===== src/rtl/send_pattern_pkg.sv =====
// Shared types for the send_pattern traffic source: pattern modes and FSM states.
package send_pattern_pkg;

   typedef enum logic [1:0] {
      TOGGLE = 2'd0,
      INC    = 2'd1,
      LFSR   = 2'd2,
      CONST  = 2'd3
   } mode_e;

   typedef enum logic {
      IDLE = 1'b0,
      SEND = 1'b1
   } state_e;

endpackage


===== src/rtl/send_pattern_dly.sv =====
// DEPTH-stage shift register; a handshake entering stage 0 emerges DEPTH cycles later.
module send_pattern_dly #(
   parameter int unsigned DEPTH = 11
) (
   input  logic clk,
   input  logic rst_n,
   input  logic hs,
   output logic xfer_dly
);

   logic [DEPTH-1:0] sr;

   generate
      if (DEPTH == 1) begin : g_one
         always_ff @(posedge clk or negedge rst_n) begin
            if (!rst_n) sr <= '0;
            else        sr <= hs;
         end
      end else begin : g_multi
         always_ff @(posedge clk or negedge rst_n) begin
            if (!rst_n) sr <= '0;
            else        sr <= {sr[DEPTH-2:0], hs};
         end
      end
   endgenerate

   assign xfer_dly = sr[DEPTH-1];

endmodule


===== src/rtl/send_pattern.sv =====
// Programmable ready/valid word source: emits a bounded burst of TOGGLE/INC/LFSR/CONST words.
module send_pattern
   import send_pattern_pkg::*;
#(
   parameter int unsigned     WIDTH = 8,
   parameter int unsigned     CNT_W = 16,
   parameter int unsigned     DEPTH = 11,
   parameter int unsigned     STEP  = 1,
   parameter logic [WIDTH-1:0] TAPS = WIDTH'(8'hB8)
) (
   input  logic             clk,
   input  logic             rst_n,
   input  logic             start,
   input  logic [1:0]       mode,
   input  logic [WIDTH-1:0] seed,
   input  logic [CNT_W-1:0] count,
   output logic [WIDTH-1:0] ch_s,
   output logic             ch_s_vld,
   input  logic             ch_s_rdy,
   output logic             busy,
   output logic             done,
   output logic             xfer_dly
);

   state_e             state, state_nxt;
   mode_e              mode_q, mode_nxt;
   logic [WIDTH-1:0]   word, word_nxt, adv_c;
   logic [CNT_W-1:0]   rem, rem_nxt;
   logic               done_q, done_nxt;
   logic               hs_c;
   mode_e              mode_in_c;

   assign mode_in_c = mode_e'(mode);
   assign hs_c      = ch_s_vld & ch_s_rdy;

   // Next word in the latched pattern, modulo 2^WIDTH
   always_comb begin
      adv_c = word;
      case (mode_q)
         TOGGLE:  adv_c = ~word;
         INC:     adv_c = word + WIDTH'(STEP);
         LFSR:    adv_c = (word >> 1) ^ (word[0] ? TAPS : '0);
         CONST:   adv_c = word;
         default: adv_c = word;
      endcase
   end

   always_ff @(posedge clk or negedge rst_n) begin
      if (!rst_n) begin
         state  <= IDLE;
         mode_q <= TOGGLE;
         word   <= '0;
         rem    <= '0;
         done_q <= 1'b0;
      end else begin
         state  <= state_nxt;
         mode_q <= mode_nxt;
         word   <= word_nxt;
         rem    <= rem_nxt;
         done_q <= done_nxt;
      end
   end

   // Burst control; an all-zero LFSR seed would lock up, so it is replaced by 1
   always_comb begin
      state_nxt = state;
      mode_nxt  = mode_q;
      word_nxt  = word;
      rem_nxt   = rem;
      done_nxt  = 1'b0;
      case (state)
         IDLE: begin
            if (start) begin
               if (count != '0) begin
                  state_nxt = SEND;
                  mode_nxt  = mode_in_c;
                  rem_nxt   = count;
                  word_nxt  = (mode_in_c == LFSR && seed == '0) ? WIDTH'(1) : seed;
               end else begin
                  done_nxt  = 1'b1;
               end
            end
         end
         SEND: begin
            if (hs_c) begin
               word_nxt = adv_c;
               rem_nxt  = rem - CNT_W'(1);
               if (rem == CNT_W'(1)) begin
                  state_nxt = IDLE;
                  done_nxt  = 1'b1;
               end
            end
         end
         default: state_nxt = IDLE;
      endcase
   end

   assign ch_s     = word;
   assign ch_s_vld = (state == SEND);
   assign busy     = (state == SEND);
   assign done     = done_q;

   send_pattern_dly #(.DEPTH(DEPTH)) u_dly (
      .clk      (clk),
      .rst_n    (rst_n),
      .hs       (hs_c),
      .xfer_dly (xfer_dly)
   );

endmodule


===== config.mk =====
export PLATFORM = sky130hd
export DESIGN_NAME = send_pattern
export DESIGN_NICKNAME = d
export VERILOG_FILES = /design/src/rtl/send_pattern_pkg.sv /design/src/rtl/send_pattern_dly.sv /design/src/rtl/send_pattern.sv
export SDC_FILE = /design/constraint.sdc
export NUM_CORES = 1
export LEC_CHECK = 0
export CORE_MARGIN = 2
export CORE_UTILIZATION = 53
export CTS_CLUSTER_DIAMETER = 100
export CTS_CLUSTER_SIZE = 12
export DETAILED_ROUTE_END_ITERATION = 6
export PLACE_DENSITY = 0.9
export SLEW_MARGIN = 20
export SYNTH_ARGS = -nofsm -noshare
export SYNTH_HDL_FRONTEND = slang
export SYNTH_HIERARCHICAL = 1
export SYNTH_SLANG_ARGS = --single-unit

===== constraint.sdc =====
create_clock -name clk -period 1.9 [get_ports clk]
set_input_delay 0.475 -clock clk [delete_from_list [all_inputs] [get_ports clk]]
set_output_delay 0.475 -clock clk [all_outputs]
set_load 0.005 [all_outputs]

* After elaboration in Yosys (flattened, before gate mapping)
Index checks and enable logic that the tools add are counted.
** Word-level totals
- Register bits after elaboration :: 39
- Bits of input ports :: 30
- Output and inout port bits :: 12
- Logic and storage cells :: 49
** Operators by class
- $add $sub $neg :: 2
- Equal/unequal tests :: 9
- Mux-type cells :: 21
- Bitwise operators :: 4
- Reduce and logical (&&, ||, !) cells :: 7
** Operator list (count)
- two-way mux 16 bit :: 3
- two-way mux 8 bit :: 5
- one-hot mux 16 bit (2 select lines) :: 1
- one-hot mux 8 bit (3 select lines) :: 1
- == test 16 x 1 -> 1 bit, second input constant :: 1
- one-hot mux 8 bit (2 select lines) :: 1
- nonzero test 16 bit :: 1
- subtractor 16 x 1 -> 16 bit, second input constant :: 1
- adder 8 x 1 -> 8 bit, second input constant :: 1
- logical NOT 8 bit :: 1
- two-way mux 1 bit :: 8
- NOT 8 bit :: 1
- XOR 7 x 8 -> 8 bit :: 1
- == test 2 bit, second input constant :: 3
- inequality test 2 bit, second input constant :: 3
- AND reduction 3 bit :: 2
- one-hot mux 1 bit (2 select lines) :: 2
- AND reduction 4 bit :: 1
- == test 2 x 1 -> 1 bit, second input constant :: 1
- logical NOT 2 bit :: 1
- inequality test 2 x 1 -> 1 bit, second input constant :: 1
- AND 1 bit :: 1
- logical AND 1 bit :: 1
- NOT 1 bit :: 1

* Logic depth before layout (Yosys ltp)
- Depth after elaboration :: 6
- Mapped depth :: 7
- Mapped depth without buffers :: 6

* Modules after synthesis
The synthesis kept the hierarchy.
** Modules (own cells, without submodules)
- send_pattern :: instances 1, cells an instance 228, area an instance 2168.3 um2, sequential area each 700.7 um2
- send_pattern_dly :: instances 1, cells an instance 11, area an instance 275.3 um2, sequential area each 275.3 um2

* Worst setup path before layout
OpenSTA, ideal clock, no wires.
- Path kind :: input-to-reg
- Start :: in count[6]
- End :: reg word[4] (netlist: ch_s[4])
- Library setup time :: 0.125 ns
- Arrival time :: 1.643 ns
- Required time :: 1.775 ns
- Slack :: 0.132 ns
- Stages on the path :: 4
- Path buffers :: 0
- Cells stage by stage :: nor4_2 nand4_2 o21ai_4 mux2_4
** Between the ends
- Longest elaborated chain between the ends :: 3
** Ends and longest elaborated chain
- start, declared :: line send_pattern.sv:16 : input logic [CNT_W-1:0] count,
- nonzero test 16 bit :: line send_pattern.sv:74 : if (count != '0) begin
- inequality test 2 bit (no source line)
- AND reduction 4 bit (no source line)
- end signal, assigned :: line send_pattern.sv:58 : word <= word_nxt;
- end, declared :: line send_pattern.sv:27 : logic [WIDTH-1:0] word, word_nxt, adv_c;
Every way passes these cells.
A chain may end at the register's enable or synchronous reset.

* Final worst setup path
- Start :: in start
- End :: reg word[7] (netlist: ch_s[7])
** Between the ends
- Longest elaborated chain between the ends :: 2
** Ends and longest elaborated chain
- start, declared :: line send_pattern.sv:13 : input logic start,
- inequality test 2 bit (no source line)
- AND reduction 4 bit (no source line)
Every way passes these cells.

==> metrics.yaml <==
run_status: "complete, no violations"
grt_first_pass_wirelength_um: 11610
insertion_delay_ps: 290
fin_crit_sh: 0.9866
post-dp-hpwl_um: 5011
synth-seq-cells: 39
max_stage_delay_ps: 560
cts_buffer_depth: 2
timing.slew.headroom: 0.6778
drt_iter0_drc: 318
path_cells: "clkdlybuf4s50_1 -> nand2b_4 -> buf_4 -> o21ai_1 -> o21ai_4 -> buf_4 -> o32ai_1"
stdcell_area_um2: 3327
startpoint_type: "input pin"
synth_top_cell_by_area: "dfrtp_1"
crit_arrival_ps: 2060
vias: 2491
wirelength_um: 7329
fin_cells: 371
hold_class: "input pin to asynchronous set/reset pin"
grt_usage: 0.2939
place.gp.congestion: 0.9093
wire_per_inst_um: 19.75
synthCells: 239
crit_fanout: 7
crit_start: "start"
yosys_most_used_dff: "dfrtp_1"
io_pins: 42
reg2regPathDepth: 6
dieArea_um2: 5170
synth_nets: 275
port_buffers: 41
die_h_um: 71.90
max_freq_ghz: 0.5335
synth_edf_count: 0
r2r_slack_ps: 60
clock_sinks: 39
cts_buffers: 5
dr.pass1.iters: 5
grt_start_max_net_pins: 25
skew_ps: 5.931
r2r-start: "mode_q[0]"
avgSynthCellArea_um2: 10.22
placed_cell_area_um2: 3137
synth_top_cell_area_share: 0.3994
routed_via_density: 6.714
crit_path_end_kind: "register"
antennaDiodeCount: 0
synth.most_common_cell: "dfrtp_1"
cts_max_level: 2
path_class: "input pin to register"
fp.dieW_um: 71.90
drive_gt1_frac: 0.2790
start_util: 0.5574
power_per_cell_area_nw_per_um2: 1110
finalSetupViolations: 0
slew_violations: 0
netlist_area_um2: 2444
yosys_warnings: 6
fp.coreArea_um2: 4384
cts.clk_slew.worst_paths_ps: 70
async_flop_share: 1.000
ys_top_cells_by_count: "39 x dfrtp_1, 19 x nand2_1, 13 x inv_1, 13 x nor2_1, 10 x o21ai_0"
p_leak_nw: 1.465
antenna_found_initial: 0
yosys-top-cells-area: "dfrtp_1 40%, nor4_4 4.4%, mux2i_1 3.3%"
tightestPinTransition_ps: 477.2
overflow: 0
r2r-end: "ch_s[3]"
report.final.hold_viol_count: 0
drv_cap: 0
crit_top_cell: "buf_4"
ys_seq_area_frac: 0.3994
fin_crit_ps: 1874
peakVddDrop_v: 0.0005839
slowest_stage: "clkdlybuf4s50_1"
postCtsHoldBufs: 0
rsz0062_at_grt: "true"
clockRootBuffer: "clkbuf_8"
area_growth_pct: 36.15
grt_pass1_vias: 2453
place_inst: 356
worstPathRequired_ps: 2090
whs_ps: 100.6
fin_nets: 355
row_count: 24
ys_types: 62
drc: 0
finalPower_mw: 3.694
antenna_left: 0
endpoint: "ch_s[7]"
cts_tree: "done"
==> cell usage in the layout, fill, tap and decap left out, types with 4 or more instances in the layout <==
| master | Yosys | final |
|---|---|---|
| ha_1 | 6 | 4 |
| a211oi_1 | 4 | 4 |
| dfrtp_2 | 0 | 5 |
| o21ai_0 | 10 | 10 |
| nand3b_1 | 5 | 5 |
| nor4_4 | 5 | 5 |
| nand2_1 | 19 | 19 |
| o221a_2 | 5 | 5 |
| dfrtp_1 | 39 | 34 |
| nand4_1 | 4 | 4 |
| buf_4 | 2 | 42 |
| inv_1 | 13 | 12 |
| and4_1 | 5 | 5 |
| clkdlybuf4s50_1 | 0 | 25 |
| nor2_1 | 13 | 13 |
| dlygate4sd2_1 | 0 | 12 |
| mux2i_1 | 8 | 8 |
| nor3_1 | 7 | 7 |
| a21oi_1 | 9 | 9 |
| a31oi_1 | 4 | 4 |
| mux2_4 | 5 | 5 |
| clkbuf_8 | 0 | 6 |
==> area by class of cell <==
| type | instances | area (µm²) |
|---|---|---|
| multi-input combinational | 174 | 1395 |
| clock inverter | 1 | 5.005 |
| inverter | 14 | 52.55 |
| tap | 52 | 65.06 |
| timing repair buffer | 85 | 744.5 |
| sequential | 39 | 982.2 |
| fill | 275 | 1057 |
| clock buffer | 6 | 82.58 |
==> power by group <==
part           internal [mW]  leakage [nW]  switching (mW)  total [mW]
combinational          0.928         0.961           0.797        1.72
clock                  0.285        0.0470           0.273       0.558
sequential              1.05         0.457           0.365        1.41
==> logic make-up (layout without fill, tap and decap cells) <==
kind of cell | after synthesis | count (layout) | synth area share
XOR/XNOR | 4 | 4 | 0.01434
flip-flops | 39 | 39 | 0.3994
multiplexers | 14 | 14 | 0.06810
buffers and inverters | 26 | 106 | 0.04608
AO/OA/AOI/OAI | 70 | 70 | 0.2192
AND/OR/NAND/NOR | 80 | 80 | 0.2222
adder cells (fa/ha/maj) | 6 | 6 | 0.03072
==> layer usage <==
metal	vias up	wire length (µm)	GRT usage
li1	1087	-	-
met1	1185	2797	0.3718
met2	173	3513	0.4825
met3	46	696	0.05694
met4	0	321	0.1488
met5	-	0	0
==> registers in the layout, indices dropped and copies added, names as in the netlist <==
register and cells:
u_dly/sr 11, busy 1, done 1, mode_q 2, ch_s 8, rem 16
==> worst min-delay path by stage <==
stage                  end  depth (start not counted)
5_1_grt            ch_s[2]                          1
4_1_cts            ch_s[2]                          1
2_1_floorplan         busy                          0
6_report           ch_s[2]                          1
3_3_place_gp   u_dly/sr[2]                          0
3_5_place_dp   u_dly/sr[7]                          0
==> worst max-delay path: cells and delay by family <==
kind	cells	cell delay, ps
AOI/OAI and AO/OA	3	630
buffers and inverters	3	870
and+or+nand+nor	1	80
==> through the flow <==
stage	setup TNS, ps	utilization	setup WS (ps)
2_1_floorplan	0	-	131.7
3_3_place_gp	-6785	0.7155	-338.2
3_5_place_dp	-8484	0.7155	-401.7
4_1_cts	0	0.7434	4.438
5_1_grt	-16.69	0.7588	-5.733
6_report	0	0.7588	25.55
==> timing repair <==
action	4_1_cts	5_1_grt
pin swaps	6	4
endpoints found under the hold margin	0	0
setup endpoints to repair	11	28
buffers inserted	4	4
gates resized for setup	15	15
(Power assumes the default switching activity.)
